===== src/rtl/s_axis_rq_arb.sv =====
// Two-input, packet-atomic round-robin arbiter for PCIe requester-request TLP streams.
// Feeds a 2-entry skid buffer so the merged output is fully registered.
module s_axis_rq_arb #(
    parameter int DATA_WIDTH  = 128,
    parameter int KEEP_WIDTH  = DATA_WIDTH / 8,
    parameter int USER_WIDTH  = 4,
    parameter int ROUND_ROBIN = 1
) (
    input  logic                  user_clk,
    input  logic                  user_reset_n,
    input  logic [DATA_WIDTH-1:0] s0_axis_rq_tdata,
    input  logic [KEEP_WIDTH-1:0] s0_axis_rq_tkeep,
    input  logic                  s0_axis_rq_tlast,
    input  logic [USER_WIDTH-1:0] s0_axis_rq_tuser,
    input  logic                  s0_axis_rq_tvalid,
    output logic                  s0_axis_rq_tready,
    input  logic [DATA_WIDTH-1:0] s1_axis_rq_tdata,
    input  logic [KEEP_WIDTH-1:0] s1_axis_rq_tkeep,
    input  logic                  s1_axis_rq_tlast,
    input  logic [USER_WIDTH-1:0] s1_axis_rq_tuser,
    input  logic                  s1_axis_rq_tvalid,
    output logic                  s1_axis_rq_tready,
    output logic [DATA_WIDTH-1:0] m_axis_rq_tdata,
    output logic [KEEP_WIDTH-1:0] m_axis_rq_tkeep,
    output logic                  m_axis_rq_tlast,
    output logic [USER_WIDTH-1:0] m_axis_rq_tuser,
    output logic                  m_axis_rq_tvalid,
    input  logic [3:0]            m_axis_rq_tready,
    output logic [15:0]           pkt_cnt0,
    output logic [15:0]           pkt_cnt1
);

    localparam int BEAT_W = DATA_WIDTH + KEEP_WIDTH + 1 + USER_WIDTH;

    typedef enum logic {IDLE, GNT} state_t;

    state_t              state;
    logic                grant;
    logic                favour;
    logic [1:0]          count;
    logic [BEAT_W-1:0]   skid0;
    logic [BEAT_W-1:0]   skid1;
    logic [BEAT_W-1:0]   in_beat;
    logic                in_valid;
    logic                in_last;
    logic                in_ready;
    logic                push;
    logic                pop;
    logic                unused_tready;

    assign unused_tready = ^m_axis_rq_tready[3:1];

    assign in_beat  = grant ? {s1_axis_rq_tdata, s1_axis_rq_tkeep, s1_axis_rq_tlast, s1_axis_rq_tuser}
                            : {s0_axis_rq_tdata, s0_axis_rq_tkeep, s0_axis_rq_tlast, s0_axis_rq_tuser};
    assign in_valid = grant ? s1_axis_rq_tvalid : s0_axis_rq_tvalid;
    assign in_last  = grant ? s1_axis_rq_tlast  : s0_axis_rq_tlast;

    // Ready looks only at registered occupancy, never at the downstream ready.
    assign in_ready = (state == GNT) && (count != 2'd2);
    assign s0_axis_rq_tready = in_ready && !grant;
    assign s1_axis_rq_tready = in_ready && grant;

    assign push = in_valid && in_ready;
    assign pop  = (count != 2'd0) && m_axis_rq_tready[0];

    always_ff @(posedge user_clk) begin
        if (!user_reset_n) begin
            state    <= IDLE;
            grant    <= 1'b0;
            favour   <= 1'b0;
            pkt_cnt0 <= 16'd0;
            pkt_cnt1 <= 16'd0;
        end else begin
            case (state)
                IDLE: begin
                    if (s0_axis_rq_tvalid || s1_axis_rq_tvalid) begin
                        state <= GNT;
                        if (s0_axis_rq_tvalid && s1_axis_rq_tvalid)
                            grant <= (ROUND_ROBIN != 0) ? favour : 1'b0;
                        else
                            grant <= s1_axis_rq_tvalid;
                    end
                end
                GNT: begin
                    if (push && in_last) begin
                        state <= IDLE;
                        if (ROUND_ROBIN != 0)
                            favour <= ~grant;
                        if (grant)
                            pkt_cnt1 <= pkt_cnt1 + 16'd1;
                        else
                            pkt_cnt0 <= pkt_cnt0 + 16'd1;
                    end
                end
                default: state <= IDLE;
            endcase
        end
    end

    always_ff @(posedge user_clk) begin
        if (!user_reset_n) begin
            count <= 2'd0;
        end else begin
            case ({push, pop})
                2'b10:   count <= count + 2'd1;
                2'b01:   count <= count - 2'd1;
                default: count <= count;
            endcase
        end
    end

    // skid0 is always the head entry, so it only changes when the head is popped or filled.
    always_ff @(posedge user_clk) begin
        case ({push, pop})
            2'b10: begin
                if (count == 2'd0)
                    skid0 <= in_beat;
                else
                    skid1 <= in_beat;
            end
            2'b01: skid0 <= skid1;
            2'b11: begin
                if (count == 2'd1) begin
                    skid0 <= in_beat;
                end else begin
                    skid0 <= skid1;
                    skid1 <= in_beat;
                end
            end
            default: begin
                skid0 <= skid0;
                skid1 <= skid1;
            end
        endcase
    end

    assign {m_axis_rq_tdata, m_axis_rq_tkeep, m_axis_rq_tlast, m_axis_rq_tuser} = skid0;
    assign m_axis_rq_tvalid = (count != 2'd0);

endmodule


===== config.mk =====
export PLATFORM = sky130hd
export DESIGN_NAME = s_axis_rq_arb
export DESIGN_NICKNAME = d
export VERILOG_FILES = /design/src/rtl/s_axis_rq_arb.sv
export SDC_FILE = /design/constraint.sdc
export NUM_CORES = 1
export LEC_CHECK = 0
export ABC_AREA = 0
export BUFFER_PORTS_ARGS = -buffer_cell sky130_fd_sc_hd__buf_4
export CAP_MARGIN = 0
export CORE_AREA = 2 2 192 194
export CTS_CLUSTER_SIZE = 30
export DETAILED_ROUTE_END_ITERATION = 8
export DIE_AREA = 0 0 194 196
export HOLD_SLACK_MARGIN = 0.1
export PLACE_DENSITY_LB_ADDON = 0.2
export SLEW_MARGIN = 20
export SYNTH_ARGS = -nofsm -noshare
export SYNTH_HDL_FRONTEND = slang
export SYNTH_SLANG_ARGS = --single-unit

===== constraint.sdc =====
create_clock -name user_clk -period 16.9 [get_ports user_clk]
set_clock_uncertainty 0.15 [all_clocks]
set_input_delay 1.69 -clock user_clk [delete_from_list [all_inputs] [get_ports user_clk]]
set_output_delay 1.69 -clock user_clk [all_outputs]
set_load 0.1 [all_outputs]

==> flow_results.xml <==
<?xml version="1.0" encoding="UTF-8"?>
<metrics>
  <group name="global_route">
    <metric name="grt.total_usage" unit="%">18.4</metric>
    <metric name="grt_total_ovfl" unit="">0</metric>
    <metric name="grt_pass1_vias" unit="">9443</metric>
    <metric name="grt.met3_usage" unit="%">4.62</metric>
    <metric name="initial_antenna_violation_count" unit="">0</metric>
    <metric name="top_usage_layer" unit="">met2</metric>
    <metric name="grt_pass1_wl" unit="um">55200</metric>
    <metric name="grt.met1_usage" unit="%">22.4</metric>
    <metric name="met2_track_utilization_from_global_routing" unit="%">32.5</metric>
    <metric name="grt_max_degree" unit="">88</metric>
  </group>
  <group name="floorplan">
    <metric name="placementRows" unit="">70</metric>
    <metric name="chipWidth" unit="um">194</metric>
    <metric name="die_height" unit="um">196</metric>
    <metric name="initial_core_util" unit="%">38.7</metric>
    <metric name="ios" unit="">490</metric>
    <metric name="area_of_the_placeable_core" unit="um^2">36100</metric>
    <metric name="floorplan.die_area" unit="um^2">38000</metric>
  </group>
  <group name="logic_synthesis">
    <metric name="ys_seq_elements" unit="">335</metric>
    <metric name="top_area_cell_type_share_of_the_netlist_area" unit="%">64.1</metric>
    <metric name="netlist_top_cells_area" unit="">edfxtp_1 64%, mux2_2 12%, a22o_1 9.4%</metric>
    <metric name="synth_fp_nets" unit="">1173</metric>
    <metric name="synthesis.area_per_instance" unit="um^2">16.3</metric>
    <metric name="synth_async_sr_flop_share" unit="%">0</metric>
    <metric name="synthesis.instances" unit="">858</metric>
    <metric name="synth-seq-area-share" unit="%">69.5</metric>
    <metric name="synth-edff-count" unit="">298</metric>
    <metric name="synthDistinctLibCells" unit="">38</metric>
    <metric name="yosys.area.top_type" unit="">edfxtp_1</metric>
    <metric name="synth.yosys.warnings" unit="">0</metric>
    <metric name="dominantRegCellSynth" unit="">edfxtp_1</metric>
    <metric name="syn_area" unit="um^2">14000</metric>
  </group>
  <group name="clock_network">
    <metric name="tritoncts_clock_tree" unit="">done</metric>
    <metric name="cts.sink_count" unit="">335</metric>
    <metric name="cts_hold_buf" unit="">0</metric>
    <metric name="post-cts-setup-buffer-count" unit="">0</metric>
    <metric name="clkTransAtPathRegs" unit="ps">60</metric>
    <metric name="clock_tree.buffer_depth" unit="">3</metric>
    <metric name="clock_tree.htree_level_count" unit="">2</metric>
    <metric name="cts_buf_count" unit="">37</metric>
    <metric name="postcts_resize_cnt" unit="">0</metric>
    <metric name="insertion_delay_of_the_later_clocked_pin_in_the_worst_skew_pair" unit="ps">510</metric>
    <metric name="clockRootBuffer" unit="">clkbuf_16</metric>
  </group>
  <group name="detailed_routing">
    <metric name="wl_per_cell" unit="um">19.8</metric>
    <metric name="first_drt_iteration_drcs" unit="">485</metric>
    <metric name="vias_per_cell" unit="">5.08</metric>
    <metric name="drt_first_pass_iters" unit="">4</metric>
    <metric name="final_antenna_net_count" unit="">0</metric>
    <metric name="num_vias" unit="">9303</metric>
    <metric name="detail_route.drc_violations" unit="">0</metric>
    <metric name="route.final.wire_length" unit="um">36300</metric>
  </group>
  <group name="sta">
    <metric name="timing.final.ws_setup" unit="ps">12390</metric>
    <metric name="hold_viol" unit="">0</metric>
    <metric name="worstMarginPinSlew" unit="ps">1040</metric>
    <metric name="final_min_period_over_clock_period" unit="%">26.7</metric>
    <metric name="period_needed" unit="ps">4510</metric>
    <metric name="rsz0062_at_grt" unit="">false</metric>
    <metric name="finalSetupViolCount" unit="">0</metric>
    <metric name="slew_headroom" unit="%">30.4</metric>
    <metric name="maxClockFrequency" unit="GHz">0.222</metric>
    <metric name="finalMaxSlewViolations" unit="">0</metric>
    <metric name="fin_tns_setup" unit="ps">0</metric>
  </group>
  <group name="final_layout">
    <metric name="finalNetCount" unit="">1652</metric>
    <metric name="antenna_cells_inserted" unit="">0</metric>
    <metric name="filler_cells_inserted" unit="">3004</metric>
    <metric name="area_growth" unit="%">38.0</metric>
    <metric name="drive_gt1_share" unit="%">51.6</metric>
    <metric name="layout.area.seq" unit="um^2">9690</metric>
    <metric name="multi_input_comb_area" unit="um^2">4030</metric>
  </group>
  <group name="placement">
    <metric name="gp_congestion" unit="">0.753</metric>
    <metric name="dpl_worst_slack" unit="ps">11860</metric>
    <metric name="io_buffer_count" unit="">486</metric>
    <metric name="post-dp-hpwl" unit="um">25000</metric>
  </group>
  <group name="setup_path">
    <metric name="cpMaxStageDelayCell" unit="">nor2_4</metric>
    <metric name="critPathMostFrequentCell" unit="">buf_4</metric>
    <metric name="timing.critical_path.to_type" unit="">flip-flop</metric>
    <metric name="path_cells" unit="">buf_4, mux2i_1, nor3_1, ha_1, nor2b_1, nor2_1, nor2_4, buf_4, a22o_1</metric>
    <metric name="crit_arrival" unit="ps">4720</metric>
    <metric name="critPathRequiredTime" unit="ps">17110</metric>
    <metric name="worstSetupStartpointType" unit="">primary input</metric>
    <metric name="path_buf_inv" unit="">2</metric>
    <metric name="criticalPathCategory" unit="">in -&gt; reg</metric>
    <metric name="critPathMaxFanout" unit="">60</metric>
    <metric name="crit_path_max_delay_family" unit="">simple AND/OR/NAND/NOR gates</metric>
    <metric name="slowest_delay" unit="ps">710</metric>
  </group>
  <group name="power">
    <metric name="ir_worst_vdd" unit="mV">0.127</metric>
    <metric name="power_per_cell_area" unit="nW/um^2">195</metric>
    <metric name="static-leakage-power" unit="nW">7.77</metric>
  </group>
  <group name="min_path">
    <metric name="classification_of_the_worst_slack_hold_path" unit="">reg -&gt; reg</metric>
  </group>
  <group name="flow_run">
    <metric name="cap_violations" unit="">0</metric>
  </group>
  <group name="status">
    <metric name="run_status" unit="">complete, no violations</metric>
  </group>
</metrics>
flip-flops by register name, summed over array words and instances (netlist names):
name	flops
count	2
favour	1
grant	1
pkt_cnt0	16
pkt_cnt1	16
skid0	149
skid1	149
state	1
synth_stat cells, types with 2 or more instances:
master and instances:
a21oi_1 19, a22o_1 149, and3_1 5, and4_1 4, buf_1 3, buf_2 2, clkbuf_1 50, dfxtp_1 37
edfxtp_1 298, ha_1 9, inv_1 12, mux2_2 149, mux2i_1 2, nand2_1 11, nand3_1 12, nand4_1 9
nor2_1 22, nor4_1 2, o21ai_0 6, o31ai_1 10, or3_1 5, or4_1 10, xnor2_1 4, xor2_1 14
logic make-up after synthesis:
| kind of cell | count (synthesis) | share of synthesized area [%] |
|---|---|---|
| buffers and inverters | 69 | 1.93 |
| adder cells (fa/ha/maj) | 9 | 0.807 |
| AND/OR/NAND/NOR | 89 | 3.54 |
| flip-flops | 335 | 69.5 |
| multiplexers | 151 | 12.2 |
| AO/OA/AOI/OAI | 187 | 11.0 |
| XOR/XNOR | 18 | 1.13 |
where the power goes:
group | internal (mW) | switching [mW]
registers | 1.22 | 0.0541
logic | 0.344 | 1.36
clock network | 0.466 | 0.314
metrics by stage:
step	std cells	area (um^2)	total power, mW	hold WS, ps	utilization (%)
final	1832	19300	3.76	332	53.4
after global routing	1832	19300	3.89	359	53.4
after CTS	1832	19300	3.80	334	53.4
after detailed placement	1766	18100	3.02	323	50.1
after global placement	1766	18100	3.00	316	50.1
after floorplan	858	14000	2.69	307	-
cells in the final DEF (no fill, tap or decap), types with 3 or more instances in the layout:
cell,netlist,routed
xor2_1,14,14
xnor2_1,4,4
mux2_2,149,149
a21oi_1,19,18
clkbuf_1,50,8
bufinv_16,0,3
or4_1,10,10
clkbuf_16,0,39
nor2_1,22,21
a22o_1,149,149
o31ai_1,10,10
o21ai_0,6,5
dfxtp_1,37,36
inv_1,12,12
or3_1,5,5
clkinv_1,1,8
nand2_1,11,10
and4_1,4,4
edfxtp_1,298,298
buf_4,0,496
clkinv_2,0,8
ha_1,9,9
and3_1,5,5
nand3_1,12,12
nand4_1,9,9
tightest hold or removal path, stage by stage (launching register included):
cell	delay, ps
dfxtp_1	320
o31ai_1	60
a21oi_1	50
path summary, 6_finish.rpt:
check	from	end	slack [ps]	cells past startpoint
setup / recovery	s0_axis_rq_tvalid	skid0[128]	12390	9
hold / removal	pkt_cnt0[15]	pkt_cnt0[15]	330	2
setup reg to reg	grant	skid0[128]	12540	9
hold reg to reg	pkt_cnt0[15]	pkt_cnt0[15]	330	2
metal layers:
metal	vias to the layer above	part of all wire [%]	wire length [um]
met2	288	52	18800
li1	4401	-	-
met5	-	0	0
met3	58	6.5	2360
met4	0	2.2	789
met1	4556	40	14400
layout make-up:
class | instances | share of cell area, %
clock buffers | 47 | 5.23
repair buffers | 496 | 19.3
inverters | 13 | 0.253
clock inverters | 19 | 0.858
flip-flops and latches | 335 | 50.3
multi-input cells | 454 | 20.9
well taps | 468 | 3.04
Note: power is estimated with default switching activity, not from simulation.
